**src/rtl/controlador_temporizador_pkg.sv**
```systemverilog
// Shared state codes, BCD constants and terminal-value helper for the counter sequencer.
`default_nettype none

package controlador_temporizador_pkg;

    typedef enum logic [1:0] {
        EST_OCIOSO   = 2'b00,
        EST_CONTANDO = 2'b01,
        EST_PAUSADO  = 2'b10,
        EST_FIM      = 2'b11
    } estado_e;

    localparam logic [3:0] BCD_NOVE = 4'd9;
    localparam logic [3:0] BCD_ZERO = 4'd0;

    // Codes above 9 never match either terminal value.
    function automatic logic eh_terminal(input logic       incr,
                                         input logic [3:0] d,
                                         input logic [3:0] u);
        if (incr) begin
            return (d == BCD_NOVE) && (u == BCD_NOVE);
        end
        return (d == BCD_ZERO) && (u == BCD_ZERO);
    endfunction

endpackage

`default_nettype wire

```
**src/rtl/controlador_temporizador_sincronizador_borda.sv**
```systemverilog
// Two-flop synchroniser followed by a rising-edge detector for one asynchronous button.
`default_nettype none

module sincronizador_borda (
    input  logic clock,
    input  logic reset,
    input  logic d,
    output logic borda
);

    logic [1:0] sinc_q;
    logic       anterior_q;

    always_ff @(posedge clock or negedge reset) begin
        if (!reset) begin
            sinc_q     <= 2'b00;
            anterior_q <= 1'b0;
        end else begin
            sinc_q     <= {sinc_q[0], d};
            anterior_q <= sinc_q[1];
        end
    end

    assign borda = sinc_q[1] & ~anterior_q;

endmodule

`default_nettype wire

```
**src/rtl/controlador_temporizador.sv**
```systemverilog
// Button-driven sequencer for the contador_0_99 BCD counter: prescaled step strobes,
// direction latch, pause/resume and stop at the terminal value.
`default_nettype none

module controlador_temporizador
    import controlador_temporizador_pkg::*;
#(
    parameter int DIV_TICK = 50_000_000,
    parameter int LARG_DIV = 26
) (
    input  logic       clock,
    input  logic       reset,
    input  logic       btn_iniciar,
    input  logic       btn_pausar,
    input  logic       btn_zerar,
    input  logic       modo_decr,
    input  logic       auto_repor_en,
    input  logic [3:0] dez,
    input  logic [3:0] uni,
    output logic       cont_pulso,
    output logic       cont_inc,
    output logic       cont_reset,
    output logic       cont_auto_repor,
    output logic [1:0] estado,
    output logic       fim
);

    localparam logic [LARG_DIV-1:0] PRESC_ULTIMO = LARG_DIV'(DIV_TICK - 1);

    logic w_borda_iniciar;
    logic w_borda_pausar;
    logic w_borda_zerar;

    sincronizador_borda u_sinc_iniciar (
        .clock (clock),
        .reset (reset),
        .d     (btn_iniciar),
        .borda (w_borda_iniciar)
    );

    sincronizador_borda u_sinc_pausar (
        .clock (clock),
        .reset (reset),
        .d     (btn_pausar),
        .borda (w_borda_pausar)
    );

    sincronizador_borda u_sinc_zerar (
        .clock (clock),
        .reset (reset),
        .d     (btn_zerar),
        .borda (w_borda_zerar)
    );

    estado_e             estado_q;
    logic [LARG_DIV-1:0] presc_q;
    logic                cont_pulso_q;
    logic                cont_inc_q;
    logic                cont_reset_q;
    logic                fim_q;

    logic w_terminal_atual;
    logic w_terminal_partida;
    logic w_presc_fim;
    logic w_iniciar;

    // A start must judge the terminal value against the direction being latched now.
    assign w_terminal_atual   = eh_terminal(cont_inc_q, dez, uni);
    assign w_terminal_partida = eh_terminal(~modo_decr, dez, uni);
    assign w_presc_fim        = (presc_q == PRESC_ULTIMO);
    assign w_iniciar          = w_borda_iniciar & ~w_borda_pausar;

    always_ff @(posedge clock or negedge reset) begin
        if (!reset) begin
            estado_q     <= EST_OCIOSO;
            presc_q      <= '0;
            cont_pulso_q <= 1'b0;
            cont_inc_q   <= 1'b1;
            cont_reset_q <= 1'b0;
            fim_q        <= 1'b0;
        end else begin
            cont_pulso_q <= 1'b0;
            cont_reset_q <= 1'b0;
            fim_q        <= 1'b0;

            if (w_borda_zerar) begin
                cont_reset_q <= 1'b1;
                presc_q      <= '0;
                estado_q     <= EST_OCIOSO;
            end else begin
                case (estado_q)
                    EST_OCIOSO: begin
                        if (w_iniciar) begin
                            cont_inc_q <= ~modo_decr;
                            presc_q    <= '0;
                            if (w_terminal_partida) begin
                                estado_q <= EST_FIM;
                                fim_q    <= 1'b1;
                            end else begin
                                estado_q <= EST_CONTANDO;
                            end
                        end
                    end

                    EST_CONTANDO: begin
                        if (w_borda_pausar) begin
                            estado_q <= EST_PAUSADO;
                        end else if (w_presc_fim) begin
                            presc_q <= '0;
                            if (w_terminal_atual) begin
                                estado_q <= EST_FIM;
                                fim_q    <= 1'b1;
                            end else begin
                                cont_pulso_q <= 1'b1;
                            end
                        end else begin
                            presc_q <= presc_q + 1'b1;
                        end
                    end

                    EST_PAUSADO: begin
                        if (w_iniciar) begin
                            estado_q <= EST_CONTANDO;
                        end
                    end

                    EST_FIM: begin
                        estado_q <= EST_FIM;
                    end

                    default: begin
                        estado_q <= EST_OCIOSO;
                    end
                endcase
            end
        end
    end

    assign cont_pulso      = cont_pulso_q;
    assign cont_inc        = cont_inc_q;
    assign cont_reset      = cont_reset_q;
    assign fim             = fim_q;
    assign estado          = estado_q;
    assign cont_auto_repor = cont_pulso_q & auto_repor_en;

endmodule

`default_nettype wire

```
**config.mk**
```make
export PLATFORM = sky130hd
export DESIGN_NAME = controlador_temporizador
export DESIGN_NICKNAME = d
export VERILOG_FILES = /design/src/rtl/controlador_temporizador_pkg.sv /design/src/rtl/controlador_temporizador_sincronizador_borda.sv /design/src/rtl/controlador_temporizador.sv
export SDC_FILE = /design/constraint.sdc
export NUM_CORES = 1
export LEC_CHECK = 0
export BUFFER_PORTS_ARGS = -buffer_cell sky130_fd_sc_hd__buf_4
export CAP_MARGIN = 40
export CORE_MARGIN = 2
export CORE_UTILIZATION = 58
export CTS_CLUSTER_DIAMETER = 40
export DETAILED_ROUTE_END_ITERATION = 10
export GPL_TIMING_DRIVEN = 0
export PLACE_DENSITY = 0.79
export SETUP_SLACK_MARGIN = 0.2
export SYNTH_ARGS = -nofsm -noshare
export SYNTH_HDL_FRONTEND = slang
export SYNTH_SLANG_ARGS = --single-unit
```
**constraint.sdc**
```tcl
create_clock -name clock -period 2.5 [get_ports clock]
set_input_delay 0.375 -clock clock [delete_from_list [all_inputs] [get_ports clock]]
set_output_delay 0.375 -clock clock [all_outputs]
set_load 0.02 [all_outputs]
```
==> summary.md <==
| Metric | Value |
|---|---|
| Status | completed |
| First drt pass iteration count | 4 |
| ANT nets after route | 0 |
| Vias in the first global route | 1744 |
| Postcts setup bufs | 0 |
| Hold depth | 1 |
| Placed Area | 2290 sq um |
| Mapped Area | 2080 sq um |
| R2R cell count | 7 |
| CORE AREA | 3390 sq um |
| Post-synth EDFFs | 0 |
| #FFs+latches synth | 41 |
| Global-route usage over all layers | 24.2% |
| Max transition margin | 58.1% |
| Post-route insts no fill | 285 |
| Final Slew Violations | 0 |
| Die Wd | 63.9 microns |
| Initial antenna violation count | 0 |
| H-tree lvl count | 2 |
| Reg-to-reg critical path endpoint | presc_q[2]$_DFFE_PN0P_ |
| Fin. Hold Viols | 0 |
| Area grow syn2layout | 14.1% |
| WS Path Type | register to register |
| Register area share after synthesis | 49.4% |
| Vias per cell | 6.15 |
| Total Neg Setup Slack | 0 ps |
| Commonest non-fill, non-tap cell in the layout | dfrtp_1 |
| Final setup viols | 0 |
| RePlAce Congestion | 0.912 |
| Die area | 4080 sq um |
| Post-Place Cells | 276 |
| YS warnings | 0 |
| Worst EP required | 2750 ps |
| I/O Buffers | 21 |
| RSZ-0062 raised after global routing | false |
| Crit-path max FO | 10 |
| Syn Area/Cell | 9.95 sq um |
| Achievable Freq | 464 MHz |
| Max cap viols | 0 |
| Sink Count | 41 |
| TritonCTS Buffers | 5 |
| Remaining Overflow, GRT | 0 |
| Pwr dens | 548 nW/um^2 |
| Filler instances | 256 |
| FP Rows | 21 |
| Hold Crit Class | input pin to register |
| Post-synth ARST share | 100% |
| CP Capture Type | register |
| WP data arrival | 2400 ps |
| DRC | 0 |
| Total power | 1.30 mW |
| R2r setup slk | 350 ps |
| Drt initial violations | 176 |
| CTS tree | yes |
| Layout cell share with drive strength beyond 1 | 20.5% |
| Net Sw Power | 0.406 mW |
| Worst-path clk slew | 140 ps |
| Diode count | 0 |
| Ys flop type | dfrtp_1 |
| Maximum vdd drop | 0.474 mV |
| Post-Route Utilization | 70.0% |
| Starting Density | 61.4% |
| Routed len/inst | 15.6 microns |
| Reg-to-Reg Start | presc_q[0]$_DFFE_PN0P_ |
| Fin crit period | 2150 ps |
| Pleak | 0.993 nW |
| CP Launch Point | presc_q[0]$_DFFE_PN0P_ |
| Die Ht | 63.9 microns |
| Gate power share | 15.4% |
| CP Launch Type | register |
| Clock Power Share | 29.2% |
| Sequential share of power | 55.4% |
| Clock Latency Late Sink | 370 ps |
| Worst-Margin Slew | 626 ps |
| Net Sw Frac | 31.3% |
| Worst Skew | 10.4 ps |
| Synth Instances | 209 |
| Critical Path End | presc_q[2]$_DFFE_PN0P_ |
| Syn_nets | 225 |
| Longest Clk Path Bufs | 2 |
| Root Buffer | clkbuf_4 |
| HPWL Detailed | 3340 microns |
| Internal Power | 0.894 mW |
| Highest-count cells in the layout ignoring fill and taps | dfrtp_1, buf_4, o21ai_0, nand2_1, a21oi_1 |
| Final period util | 86.2% |
| Largest net degree at the start of global routing | 42 |
| Vias | 1752 |
| Ports | 22 |
| Final Instance Area | 2370 sq um |
| Drt total wl | 4450 microns |
| Nets | 254 |
| Global-route wire length before repair | 7710 microns |
| Synth cell types | 47 |
worst min path at each step:
stage                                            start                            endpoint
global route                                 btn_zerar    u_sinc_zerar.sinc_q[0]$_DFF_PN0_
finish                                       btn_zerar    u_sinc_zerar.sinc_q[0]$_DFF_PN0_
global placement    u_sinc_iniciar.sinc_q[0]$_DFF_PN0_  u_sinc_iniciar.sinc_q[1]$_DFF_PN0_
detailed placement   u_sinc_pausar.sinc_q[0]$_DFF_PN0_   u_sinc_pausar.sinc_q[1]$_DFF_PN0_
floorplan                                        reset                cont_pulso$_DFF_PN0_
CTS                                          btn_zerar    u_sinc_zerar.sinc_q[0]$_DFF_PN0_
worst max-delay path, stage by stage (launching register included):
cell	delay (ps)
dfrtp_1	470
ha_1	300
nand4_1	250
nor4_2	450
nand2_1	140
buf_6	160
a31oi_1	210
a31oi_1	60
metrics by stage:
step	hold slack, ps	setup WS (ps)
2_1_floorplan	79.4	667
3_3_place_gp	339	517
3_5_place_dp	340	406
4_1_cts	93.3	368
5_1_grt	79.5	202
6_report	99.0	346
logic make-up after synthesis:
family                   after synthesis  share of synthesized area [%]
AND/OR/NAND/NOR                       89                           25.1
AO/OA/AOI/OAI                         60                           18.6
flip-flops                            41                           49.4
buffers and inverters                 11                           3.13
multiplexers                           4                           1.93
XOR/XNOR                               3                           1.26
adder cells (fa/ha/maj)                1                          0.602
power by group through the flow:
stage / combinational (mW) / clock [mW] / sequential [mW]
finish: 0.200 / 0.380 / 0.720
CTS: 0.200 / 0.383 / 0.720
global route: 0.218 / 0.410 / 0.724
floorplan: 0.104 / 0 / 0.741
detailed placement: 0.199 / 0 / 0.733
global placement: 0.189 / 0 / 0.730
sequential cells by signal, indices dropped and copies added (netlist names):
register,cells
cont_inc,1
cont_pulso,1
cont_reset,1
estado,2
fim,1
presc_q,26
u_sinc_iniciar.anterior_q,1
u_sinc_iniciar.sinc_q,2
u_sinc_pausar.anterior_q,1
u_sinc_pausar.sinc_q,2
u_sinc_zerar.anterior_q,1
u_sinc_zerar.sinc_q,2
cell usage after synthesis, drive strengths merged, types with 2 or more instances:
cell type  number  area share, %
nor2b           3           0.90
nand4           7            2.1
nor4            7            3.9
nand2          16            2.9
nor3            9            2.4
or3             7            2.1
nand3b          2           0.72
mux2i           4            1.9
nand2b          4            1.2
o211ai          2            1.6
clkbuf          2           0.36
a21oi          16            4.0
nand3           9            2.2
nor2           15            2.8
buf             5            2.0
o2111ai         2           0.84
and2            3           0.90
xor2            2           0.84
o21a            2           0.72
a31oi          14            4.2
inv             4           0.72
o31ai           3            1.1
dfrtp          40             48
o21ai          16            3.9
and3b           2           0.90
per-layer routing:
layer / up-vias / GRT usage (%) / routed length (microns)
met5: - / 0 / 0
met4: 0 / 12.2 / 134
met3: 16 / 5.63 / 239
met2: 55 / 41.5 / 2340
met1: 846 / 28.3 / 1740
li1: 835 / - / -
final cells by class:
class / count / area, sq um / share of cell area (%)
Inverter: 4 / 15.0 / 0.633
Clock buffer: 5 / 37.5 / 1.58
Buffer: 7 / 50.0 / 2.11
Multi-Input combinational cell: 157 / 990 / 41.7
Tap cell: 46 / 57.6 / 2.42
Timing Repair Buffer: 22 / 168 / 7.06
Sequential cell: 41 / 1030 / 43.3
Clock inverter: 3 / 28.8 / 1.21
timing repair:
action                     4_1_cts  5_1_grt
setup endpoints to repair        0        1
hold endpoints to repair        40        0
resized for setup                0        1
hold buffers                     1        0
(Power assumes the default switching activity.)
